[src/rtl/cordic_rot_seq.sv]
// cordic_rot_seq: request sequencer and result buffer in front of the
// bit-serial CORDIC rotation core. A request (x, y, angle) is folded into
// the core's +/-pi/2 convergence range and converted to Q2.14. The core is
// then launched and watched until it reports completion, and the rotated
// vector is held on a valid/ready output port. A core that never finishes
// produces an error result instead of a hang.
module cordic_rot_seq #(
  parameter int DONE_ITER = 13,
  parameter int SETTLE    = 2,
  parameter int TIMEOUT   = 300,
  parameter int W         = 16
) (
  input  logic                clk,
  input  logic                rst,
  input  logic                in_valid,
  output logic                in_ready,
  input  logic signed [W-1:0] in_x,
  input  logic signed [W-1:0] in_y,
  input  logic signed [W-1:0] in_z,
  output logic                core_start,
  output logic signed [W-1:0] core_x0,
  output logic signed [W-1:0] core_y0,
  output logic signed [W-1:0] core_z0,
  input  logic [3:0]          core_iter,
  input  logic signed [W-1:0] core_x,
  input  logic signed [W-1:0] core_y,
  output logic                out_valid,
  input  logic                out_ready,
  output logic signed [W-1:0] out_x,
  output logic signed [W-1:0] out_y,
  output logic                out_err,
  output logic                busy
);

  // Angle constants in the input format (Q3.13 radians)
  localparam logic signed [W-1:0] PI_HALF     = W'(12868);
  localparam logic signed [W-1:0] NEG_PI_HALF = W'(-12868);
  localparam logic signed [W-1:0] PI          = W'(25736);

  // Counter widths sized so the terminal values are representable
  localparam int TMO_W = $clog2(TIMEOUT + 1);
  localparam int SET_W = (SETTLE > 1) ? $clog2(SETTLE + 1) : 1;

  localparam logic [TMO_W-1:0] TMO_LAST    = TMO_W'(TIMEOUT - 1);
  localparam logic [SET_W-1:0] SETTLE_LAST = SET_W'(SETTLE - 1);
  localparam logic [3:0]       ITER_DONE   = 4'(DONE_ITER);

  typedef enum logic [2:0] {
    IDLE,
    LAUNCH,
    RUN,
    SETTLE_WAIT,
    OUT
  } state_t;

  state_t state, state_nxt;

  logic [TMO_W-1:0] tmo_cnt;
  logic [SET_W-1:0] settle_cnt;

  logic accept;
  logic run_done;
  logic run_tmo;
  logic settle_last;

  logic signed [W-1:0] fold_x;
  logic signed [W-1:0] fold_y;
  logic signed [W-1:0] fold_z;

  // Two's-complement negate that clamps the most negative value to the most
  // positive one instead of wrapping back onto itself.
  function automatic logic signed [W-1:0] neg_sat(input logic signed [W-1:0] v);
    logic signed [W-1:0] min_v;
    logic signed [W-1:0] max_v;
    min_v = {1'b1, {(W-1){1'b0}}};
    max_v = {1'b0, {(W-1){1'b1}}};
    if (v == min_v) begin
      return max_v;
    end
    return -v;
  endfunction

  // Q3.13 -> Q2.14 conversion; the folded angle is within +/-pi/2 so the
  // dropped top bit is always a copy of the sign.
  function automatic logic signed [W-1:0] to_q2_14(input logic signed [W-1:0] z);
    return {z[W-2:0], 1'b0};
  endfunction

  // Fold the request into core range: rotating the vector by pi (negating
  // it) and taking pi back off the angle leaves the final rotation unchanged.
  always_comb begin
    fold_x = in_x;
    fold_y = in_y;
    fold_z = in_z;
    if (in_z > PI_HALF) begin
      fold_z = in_z - PI;
      fold_x = neg_sat(in_x);
      fold_y = neg_sat(in_y);
    end else if (in_z < NEG_PI_HALF) begin
      fold_z = in_z + PI;
      fold_x = neg_sat(in_x);
      fold_y = neg_sat(in_y);
    end
  end

  // State register
  always_ff @(posedge clk) begin
    if (rst) begin
      state <= IDLE;
    end else begin
      state <= state_nxt;
    end
  end

  // Next-state decode and per-state handshake/strobe outputs
  always_comb begin
    state_nxt   = state;
    in_ready    = 1'b0;
    core_start  = 1'b0;
    out_valid   = 1'b0;
    busy        = 1'b1;
    accept      = 1'b0;
    run_done    = 1'b0;
    run_tmo     = 1'b0;
    settle_last = 1'b0;
    case (state)
      IDLE: begin
        in_ready = 1'b1;
        busy     = 1'b0;
        if (in_valid) begin
          accept    = 1'b1;
          state_nxt = LAUNCH;
        end
      end
      LAUNCH: begin
        core_start = 1'b1;
        state_nxt  = RUN;
      end
      RUN: begin
        // tmo_cnt is zero only in the first RUN cycle, while the core is
        // still reloading its counter and core_iter may show a stale value.
        if ((tmo_cnt != '0) && (core_iter == ITER_DONE)) begin
          run_done  = 1'b1;
          state_nxt = SETTLE_WAIT;
        end else if (tmo_cnt == TMO_LAST) begin
          run_tmo   = 1'b1;
          state_nxt = OUT;
        end
      end
      SETTLE_WAIT: begin
        if (settle_cnt == SETTLE_LAST) begin
          settle_last = 1'b1;
          state_nxt   = OUT;
        end
      end
      OUT: begin
        out_valid = 1'b1;
        if (out_ready) begin
          state_nxt = IDLE;
        end
      end
      default: begin
        state_nxt = IDLE;
      end
    endcase
  end

  // Core operands: captured on accept, held until the next accepted request
  always_ff @(posedge clk) begin
    if (rst) begin
      core_x0 <= '0;
      core_y0 <= '0;
      core_z0 <= '0;
    end else if (accept) begin
      core_x0 <= fold_x;
      core_y0 <= fold_y;
      core_z0 <= to_q2_14(fold_z);
    end
  end

  // Timeout counter: cleared at launch, counts every RUN cycle
  always_ff @(posedge clk) begin
    if (rst) begin
      tmo_cnt <= '0;
    end else if (state == LAUNCH) begin
      tmo_cnt <= '0;
    end else if (state == RUN) begin
      tmo_cnt <= tmo_cnt + 1'b1;
    end
  end

  // Settle counter: lets core_x/core_y catch up after the final iteration
  always_ff @(posedge clk) begin
    if (rst) begin
      settle_cnt <= '0;
    end else if (run_done) begin
      settle_cnt <= '0;
    end else if (state == SETTLE_WAIT) begin
      settle_cnt <= settle_cnt + 1'b1;
    end
  end

  // Result buffer: loaded once per request, held through output backpressure
  always_ff @(posedge clk) begin
    if (rst) begin
      out_x   <= '0;
      out_y   <= '0;
      out_err <= 1'b0;
    end else if (run_tmo) begin
      out_x   <= '0;
      out_y   <= '0;
      out_err <= 1'b1;
    end else if (settle_last) begin
      out_x   <= core_x;
      out_y   <= core_y;
      out_err <= 1'b0;
    end
  end

  // The start strobe never lasts more than one cycle
  a_start_pulse: assert property (@(posedge clk) disable iff (rst)
    core_start |=> !core_start);

  // A stalled result stays put until it is taken
  a_out_hold: assert property (@(posedge clk) disable iff (rst)
    (out_valid && !out_ready) |=> (out_valid && $stable(out_x) && $stable(out_y) && $stable(out_err)));

endmodule

[config.mk]
export PLATFORM = sky130hd
export DESIGN_NAME = cordic_rot_seq
export DESIGN_NICKNAME = d
export VERILOG_FILES = /design/src/rtl/cordic_rot_seq.sv
export SDC_FILE = /design/constraint.sdc
export NUM_CORES = 1
export LEC_CHECK = 0
export ABC_CLOCK_PERIOD_IN_PS = 3160
export BUFFER_PORTS_ARGS = -buffer_cell sky130_fd_sc_hd__buf_4
export CAP_MARGIN = 15
export CELL_PAD_IN_SITES_DETAIL_PLACEMENT = 0
export CELL_PAD_IN_SITES_GLOBAL_PLACEMENT = 2
export CORE_MARGIN = 3
export CORE_UTILIZATION = 29
export DETAILED_ROUTE_END_ITERATION = 16
export PLACE_DENSITY_LB_ADDON = 0.1
export SYNTH_ARGS = -nofsm -noshare
export SYNTH_HDL_FRONTEND = slang
export SYNTH_SLANG_ARGS = --single-unit
[constraint.sdc]
create_clock -name clk -period 3.16 [get_ports clk]
set_input_delay 0.632 -clock clk [delete_from_list [all_inputs] [get_ports clk]]
set_output_delay 0.632 -clock clk [all_outputs]
set_load 0.01 [all_outputs]
# == After elaboration in Yosys (flattened, before gate mapping) ==
# Index checks and enable logic that the tools add are counted.
# totals
reg_bits,94
in_bits,88
output_inout_bits,85
elab_cells,79
# classes
n_addsub,6
magnitude_cmp,2
n_eq_ne,13
muxes,41
n_reduce_logical,8
# op_table
op,count
two-way mux 16 bit,10
"equality test 16 bit, second input constant",2
negation 16 bit,2
two-way mux 15 bit,2
two-way mux 1 bit,23
"> comparator 16 x 15 -> 1 bit, second input constant",1
"< comparator 16 x 15 -> 1 bit, second input constant",1
"adder 15 x 14 -> 15 bit, second input constant",1
two-way mux 3 bit,5
case mux 3 bit (5 select lines),1
"subtractor 15 x 14 -> 15 bit, second input constant",1
"adder 9 x 1 -> 9 bit, second input constant",1
"equality test 9 bit, second input constant",1
nonzero test 9 bit,1
"equality test 3 x 2 -> 1 bit, second input constant",2
"inequality test 2 bit, second input constant",3
OR reduction 2 bit,3
"equality test 4 bit, second input constant",1
AND reduction 4 bit,1
"equality test 3 x 1 -> 1 bit, second input constant",1
"equality test 3 bit, second input constant",1
zero test 3 bit,1
"inequality test 3 bit, second input constant",1
"adder 2 x 1 -> 2 bit, second input constant",1
3 further kinds,3

# == Depth between registers and ports, before layout ==
# Gate-level depths: netlist of the first run.
# logic_depth
ltp_word,7
mapped_depth,9
ltp_nobuf,8

# == Least setup slack after synthesis of the first run ==
# Ideal clock, no wire load.
# synth_timing
path_type,input to register
start,input port in_z[6]
end,register core_z0[15]
arrival_ps,2198
slack_ps,835
cell_stages,7
path_cell_list,buf_6 o41a_1 or3_4 a211o_1 a32oi_1 xor2_1 o21ai_1
# synth_between
elab_chain_len,3
# synth_lines
element,line,rtl
from (decl),19,"input logic signed [W-1:0] in_z,"
adder 15 x 14 -> 15 bit / < comparator 16 x 15 -> 1 bit (equally long branches),"100, 99",
two-way mux 15 bit,99,end else if (in_z < NEG_PI_HALF) begin
two-way mux 15 bit (*),95,if (in_z > PI_HALF) begin
to (signal assigned),177,core_z0 <= to_q2_14(fold_z);
to (decl),23,"output logic signed [W-1:0] core_z0,"
# Mark *: on every way between the ends. The rest lies on a longest branch, timed or not.
# A chain may end at the register's enable or synchronous reset.

# == Final worst setup path of the first run ==
# layout_timing
start,input port in_x[0]
end,register core_x0[7]
# layout_between
elab_chain_len,7
# layout_lines
element,line,rtl
from (decl),17,"input logic signed [W-1:0] in_x,"
branches (longest 6 deep; another with negation 16 bit),-,
two-way mux 16 bit (*),95,
to (signal assigned),175,core_x0 <= fold_x;
to (decl),21,"output logic signed [W-1:0] core_x0,"
# Mark *: on every way between the ends. The select of a mux whose other input is x is not followed.

==> results of run 1 <==
through the flow:
| step | cell area (um^2) | hold WS [ps] | worst slack (ps) |
|---|---|---|---|
| 6_report | 6730 | 453 | 685 |
| 5_1_grt | 6730 | 474 | 433 |
| 4_1_cts | 6730 | 456 | 680 |
| 3_5_place_dp | 6430 | 447 | 327 |
| 3_3_place_gp | 6430 | 442 | 542 |
| 2_1_floorplan | 4920 | 454 | 835 |
routing by layer:
metal / track usage (%) / vias to the layer above
met3: 4.03 / 15
met1: 23.5 / 2404
li1: - / 2618
met4: 3.75 / 0
met5: 0 / -
met2: 27.9 / 156
cells in the mapped netlist, drive strengths merged, types with 3 or more instances:
library cell | count | share of area (%)
buf | 17 | 2.0
nor2 | 51 | 3.9
inv | 16 | 1.2
and3 | 7 | 0.92
a211o | 3 | 0.53
nand4 | 6 | 0.76
o22ai | 5 | 0.64
a32oi | 3 | 0.53
nand4b | 3 | 0.53
nor2b | 3 | 0.38
a32o | 5 | 1.0
and2 | 7 | 0.92
o21bai | 6 | 0.92
nor4 | 6 | 0.76
clkbuf | 27 | 2.1
o21ai | 36 | 3.7
a22oi | 4 | 0.61
nand3 | 18 | 1.8
a21oi | 64 | 6.5
o211ai | 8 | 1.2
nor3 | 21 | 2.2
nor3b | 8 | 1.4
a41oi | 3 | 0.53
or4 | 5 | 0.76
xor2 | 10 | 1.8
dfxtp | 94 | 38
xnor2 | 3 | 0.53
nand2 | 125 | 9.6
or3 | 11 | 1.5
ha | 7 | 1.8
a211oi | 9 | 1.4
or2 | 3 | 0.38
o31ai | 9 | 1.4
nand2b | 3 | 0.38
nor4b | 4 | 0.71
critical path: stages:
cell     delay, ps
buf_4          120
inv_1           60
ha_1           180
nor3b_2        390
and2_1         290
nand3_1        300
o21ai_0        390
nor3b_1        110
o31ai_1        260
report_power, final:
part	internal [uW]	switching (uW)
clock network	653	469
logic	272	304
registers	1250	43.1
total	2170	815
flip-flops by register name, indices dropped and copies added, names as in the netlist:
| name | flops |
|---|---|
| core_x0 | 16 |
| core_z0 | 15 |
| settle_cnt | 2 |
| core_y0 | 16 |
| out_y | 16 |
| state | 3 |
| out_err | 1 |
| tmo_cnt | 9 |
| out_x | 16 |
worst min path at each step:
stage | startpoint | end | slack (ps) | depth (start not counted)
CTS | out_y[6] | out_y[6] | 460 | 2
global route | out_x[3] | out_x[3] | 470 | 2
finish | core_z0[15] | core_z0[15] | 450 | 2
global placement | core_z0[15] | core_z0[15] | 440 | 2
floorplan | settle_cnt[1] | settle_cnt[1] | 450 | 2
detailed placement | out_y[6] | out_y[6] | 450 | 2
final cells by class:
cell class              count  share of cell area [%]
flip-flops and latches     94                    28.0
inverters                  16                   0.892
clock buffers              12                    3.81
well taps                 216                    4.01
clock inverters             3                   0.651
multi-input cells         491                    41.4
repair buffers            187                    21.2
cell families after synthesis:
| family | count (synthesis) | share of synthesized area [%] |
|---|---|---|
| simple gates | 287 | 28.1 |
| compound gates | 180 | 23.5 |
| flops | 94 | 38.2 |
| buf+inv | 60 | 5.29 |
| xor+xnor | 13 | 2.31 |
| fa+ha+maj | 7 | 1.78 |
| mux | 3 | 0.636 |
| other cells | 1 | 0.0762 |
==> flow_metrics.tcl, run 1 <==
set metrics [dict create \
    outcome "complete, no violations" \
    portBuffers 171 \
    hold_viol 0 \
    syn_to_final_growth_pct 36.8 \
    crit_end "core_x0[7]" \
    nFillCells 1692 \
    synth_cells 645 \
    grt_max_degree 34 \
    clock_latency_ps 350 \
    synth_flop_cell "dfxtp_1" \
    p_leak_uw 0.00270 \
    grt_pass1_vias 4862 \
    cts_hold_buf 0 \
    ys_ff_latch 94 \
    antenna_left 0 \
    hold_class "reg2reg" \
    via_count 5193 \
    ios 173 \
    cts_setup_buffers 0 \
    routed_wl_um 16700 \
    dpl.cell_count 1004 \
    async_reset_ff_share_pct 0 \
    finalSetupViolCount 0 \
    routed_via_density 5.10 \
    syn_area_um2 4920 \
    post-route-min-period_ps 2470 \
    drt-met1-wl_um 7740 \
    final_common_cell "buf_4" \
    diodes 0 \
    antenna_found_initial 0 \
    place_congestion 0.800 \
    highest_layer "met4" \
    cts.sinks 94 \
    worstSetupPathType "in2reg" \
    die_height_um 136 \
    grt_overflow 0 \
    start_util_pct 30.3 \
    dpl.hpwl_um 12200 \
    grt_usage_pct 17.3 \
    worstReg2RegEnd "core_z0[8]" \
    tightestPinTransition_ps 703 \
    synth_cell_types 71 \
    fin_crit_sh_pct 78.3 \
    post_drt_wl_per_cell_um 16.4 \
    core_um2 16200 \
    start_kind "input pin" \
    crit_start "in_x[0]" \
    worstReg2RegStart "state[0]" \
    end_kind "register" \
    power.total_uw 2990 \
    htree_levels 3 \
    multi_input_area_um2 2790 \
    die_area_um2 18600 \
    critical_path_peak_fanout 8 \
    maxCapViolCount 0 \
    max_freq_ghz 0.404 \
    max_slew_margin_pct 52.6 \
    grt_pass1_wl_um 25800 \
    seq_area_frac_synth_pct 38.2 \
    rows 46 \
    root_buffer "clkbuf_16" \
    r2r_slack_ps 940 \
    fin_tns_setup_ps 0 \
    avgSynthCellArea_um2 7.63 \
    yosysWarnings 0 \
    syn_nets 740 \
    reg2reg_depth 3 \
    firstDrtPassIters 5 \
    cts_inserted_buffers 9 \
    ctsResizeCount 0 \
    drtIter0Drc 269 \
    power_density_nw_per_um2 444 \
    wl_met2_um 7800 \
    met3_length_um 990 \
    layout_common_cells "185 x buf_4, 124 x nand2_1, 94 x dfxtp_1, 64 x a21oi_1, 48 x nor2_1" \
    arrival_ps 2730 \
    cts.clk_slew.worst_paths_ps 70 \
    ctsLongestPathBuffers 2 \
    drc_errors 0 \
    ir_drop_v 0.000266 \
    final_core_util_pct 41.5 \
    rsz0062_at_grt "no" \
    drive_above_1_share_pct 26.9 \
    cts_tree "built" \
    synth-edff-count 0 \
    fin_nets 894 \
    ff_latch_area_um2 1880 \
    crit_required_ps 3410 \
    final_cells 1019 \
    finClkSkew_ps 5.74 \
    drv_slew 0 \
    die_w_um 136 \
]
Power figures use the tool's default switching activity.
==> run 2: changes to the inputs <==
ABC_CLOCK_PERIOD_IN_PS = 2300   (was 3160)
CORE_UTILIZATION = 27   (was 29)
clock period = 2.3 ns   (was 3.16 ns; I/O delays follow)
==> run 2 against run 1 <==
Against the previous run:
- non-clock buffer count increased by 28
- flip-flop and latch count unchanged
- largest cell class unchanged
- cell count is 3.7% higher
- combinational power rose by 44%
- count of clock-buffer cells in the layout is 3 lower
- highest routed layer unchanged
- die area increased by 7.1%
- largest power group unchanged
==> flow_metrics.tcl, run 2 (synthesized netlist as in run 1, its figures left out) <==
set metrics [dict create \
    drive_above_1_share_pct 29.6 \
    finalSetupViolCount 0 \
    htree_levels 3 \
    finClkSkew_ps 9.04 \
    ios 173 \
    critical_path_peak_fanout 8 \
    cts_inserted_buffers 9 \
    diodes 0 \
    cts_hold_buf 0 \
    grt_overflow 0 \
    drc_errors 0 \
    die_w_um 141 \
    routed_wl_um 17300 \
    place_congestion 0.792 \
    grt_usage_pct 17.2 \
    root_buffer "clkbuf_16" \
    ctsResizeCount 0 \
    ctsLongestPathBuffers 2 \
    slowest_delay_ps 730 \
    rows 48 \
    grt_max_degree 34 \
    via_count 5275 \
    grt.met3_usage_pct 3.93 \
    grt_most_used_layer "met2" \
    end_kind "register" \
    antenna_left 0 \
    firstDrtPassIters 4 \
    met1_usage_pct 23.4 \
    start_util_pct 28.0 \
    hold_class "in2reg" \
    ir_drop_v 0.000317 \
    cts.sinks 94 \
    grt.met2_usage_pct 27.3 \
    drv_slew 0 \
    crit_required_ps 2590 \
    drtIter0Drc 250 \
    clock_latency_ps 350 \
    grt_pass1_vias 5191 \
    fin_tns_setup_ps 0 \
    arrival_ps 2230 \
    outcome "complete, no violations" \
    post_drt_wl_per_cell_um 16.3 \
    fin_crit_sh_pct 84.5 \
    p_leak_uw 0.00284 \
    power_density_nw_per_um2 601 \
    hold_viol 0 \
    rsz0062_at_grt "no" \
    layout_common_cells "212 x buf_4, 124 x nand2_1, 94 x dfxtp_1, 64 x a21oi_1, 48 x nor2_1" \
    die_area_um2 19900 \
    core_um2 17600 \
    cts_setup_buffers 0 \
    worstSetupPathType "reg2reg" \
    dpl.hpwl_um 12900 \
    cp_slowest_cell "or4b_1" \
    final_common_cell "buf_4" \
    antenna_found_initial 0 \
    fin_nets 922 \
    die_height_um 141 \
    post-route-min-period_ps 1940 \
    max_freq_ghz 0.515 \
    final_core_util_pct 39.7 \
    routed_via_density 4.99 \
    portBuffers 171 \
    tightestPinTransition_ps 885 \
    max_slew_margin_pct 40.9 \
    cts.clk_slew.worst_paths_ps 80 \
    cts_tree "built" \
    grt_pass1_wl_um 27700 \
    crit_path_cell_trace "or4b_1 > buf_4 > or4_1 > nand3_1" \
    start_kind "register" \
    syn_to_final_growth_pct 41.9 \
    maxCapViolCount 0 \
]
[run 2: path summary, 6_finish.rpt]
path | from | to | slack [ps] | depth (start not counted)
worst min-delay path | core_x[12] | out_x[12] | 340 | 3
worst min register to register | out_x[13] | out_x[13] | 460 | 2
worst max-delay path | state[2] | core_z0[6] | 360 | 4
worst max register to register | state[2] | core_z0[6] | 360 | 4
[run 2: final cells by class]
cell class | instances | area [um^2]
flip-flops and latches | 94 | 1880
repair buffers | 215 | 1650
clock buffers | 9 | 225
fillers | 1844 | 10600
well taps | 225 | 282
clock inverters | 7 | 92.6
inverters | 16 | 60.1
multi-input cells | 491 | 2790
[run 2: where the power goes]
| group | leakage [uW] | total [uW] | switching, uW | internal, uW |
|---|---|---|---|---|
| Sequential | 0.000766 | 1770 | 54.7 | 1710 |
| Clock | 0.000155 | 1600 | 730 | 871 |
| Combinational | 0.00192 | 832 | 431 | 401 |
| Total | 0.00284 | 4200 | 1220 | 2980 |
[run 2: critical path: cells and delay by family (launching register included)]
family	cells	cell delay, ps
buffers and inverters	1	250
DFF	1	370
and+or+nand+nor	3	1270
[run 2: routing by layer]
layer / routed length, um / vias to the layer above
met4: 244 / 0
li1: - / 2681
met2: 7960 / 142
met5: 0 / -
met1: 8130 / 2433
met3: 921 / 19
[run 2: per-stage QoR]
| stage | worst slack [ps] | instances | hold slack [ps] | cell area (um^2) | total power (uW) |
|---|---|---|---|---|---|
| global route | 191 | 1057 | 341 | 6980 | 4430 |
| finish | 357 | 1057 | 344 | 6980 | 4200 |
| CTS | 338 | 1057 | 328 | 6980 | 4280 |
| detailed placement | 28.9 | 1041 | 447 | 6670 | 2640 |
| global placement | 52.6 | 1041 | 442 | 6670 | 2640 |
| floorplan | 147 | 645 | 454 | 4920 | 2190 |
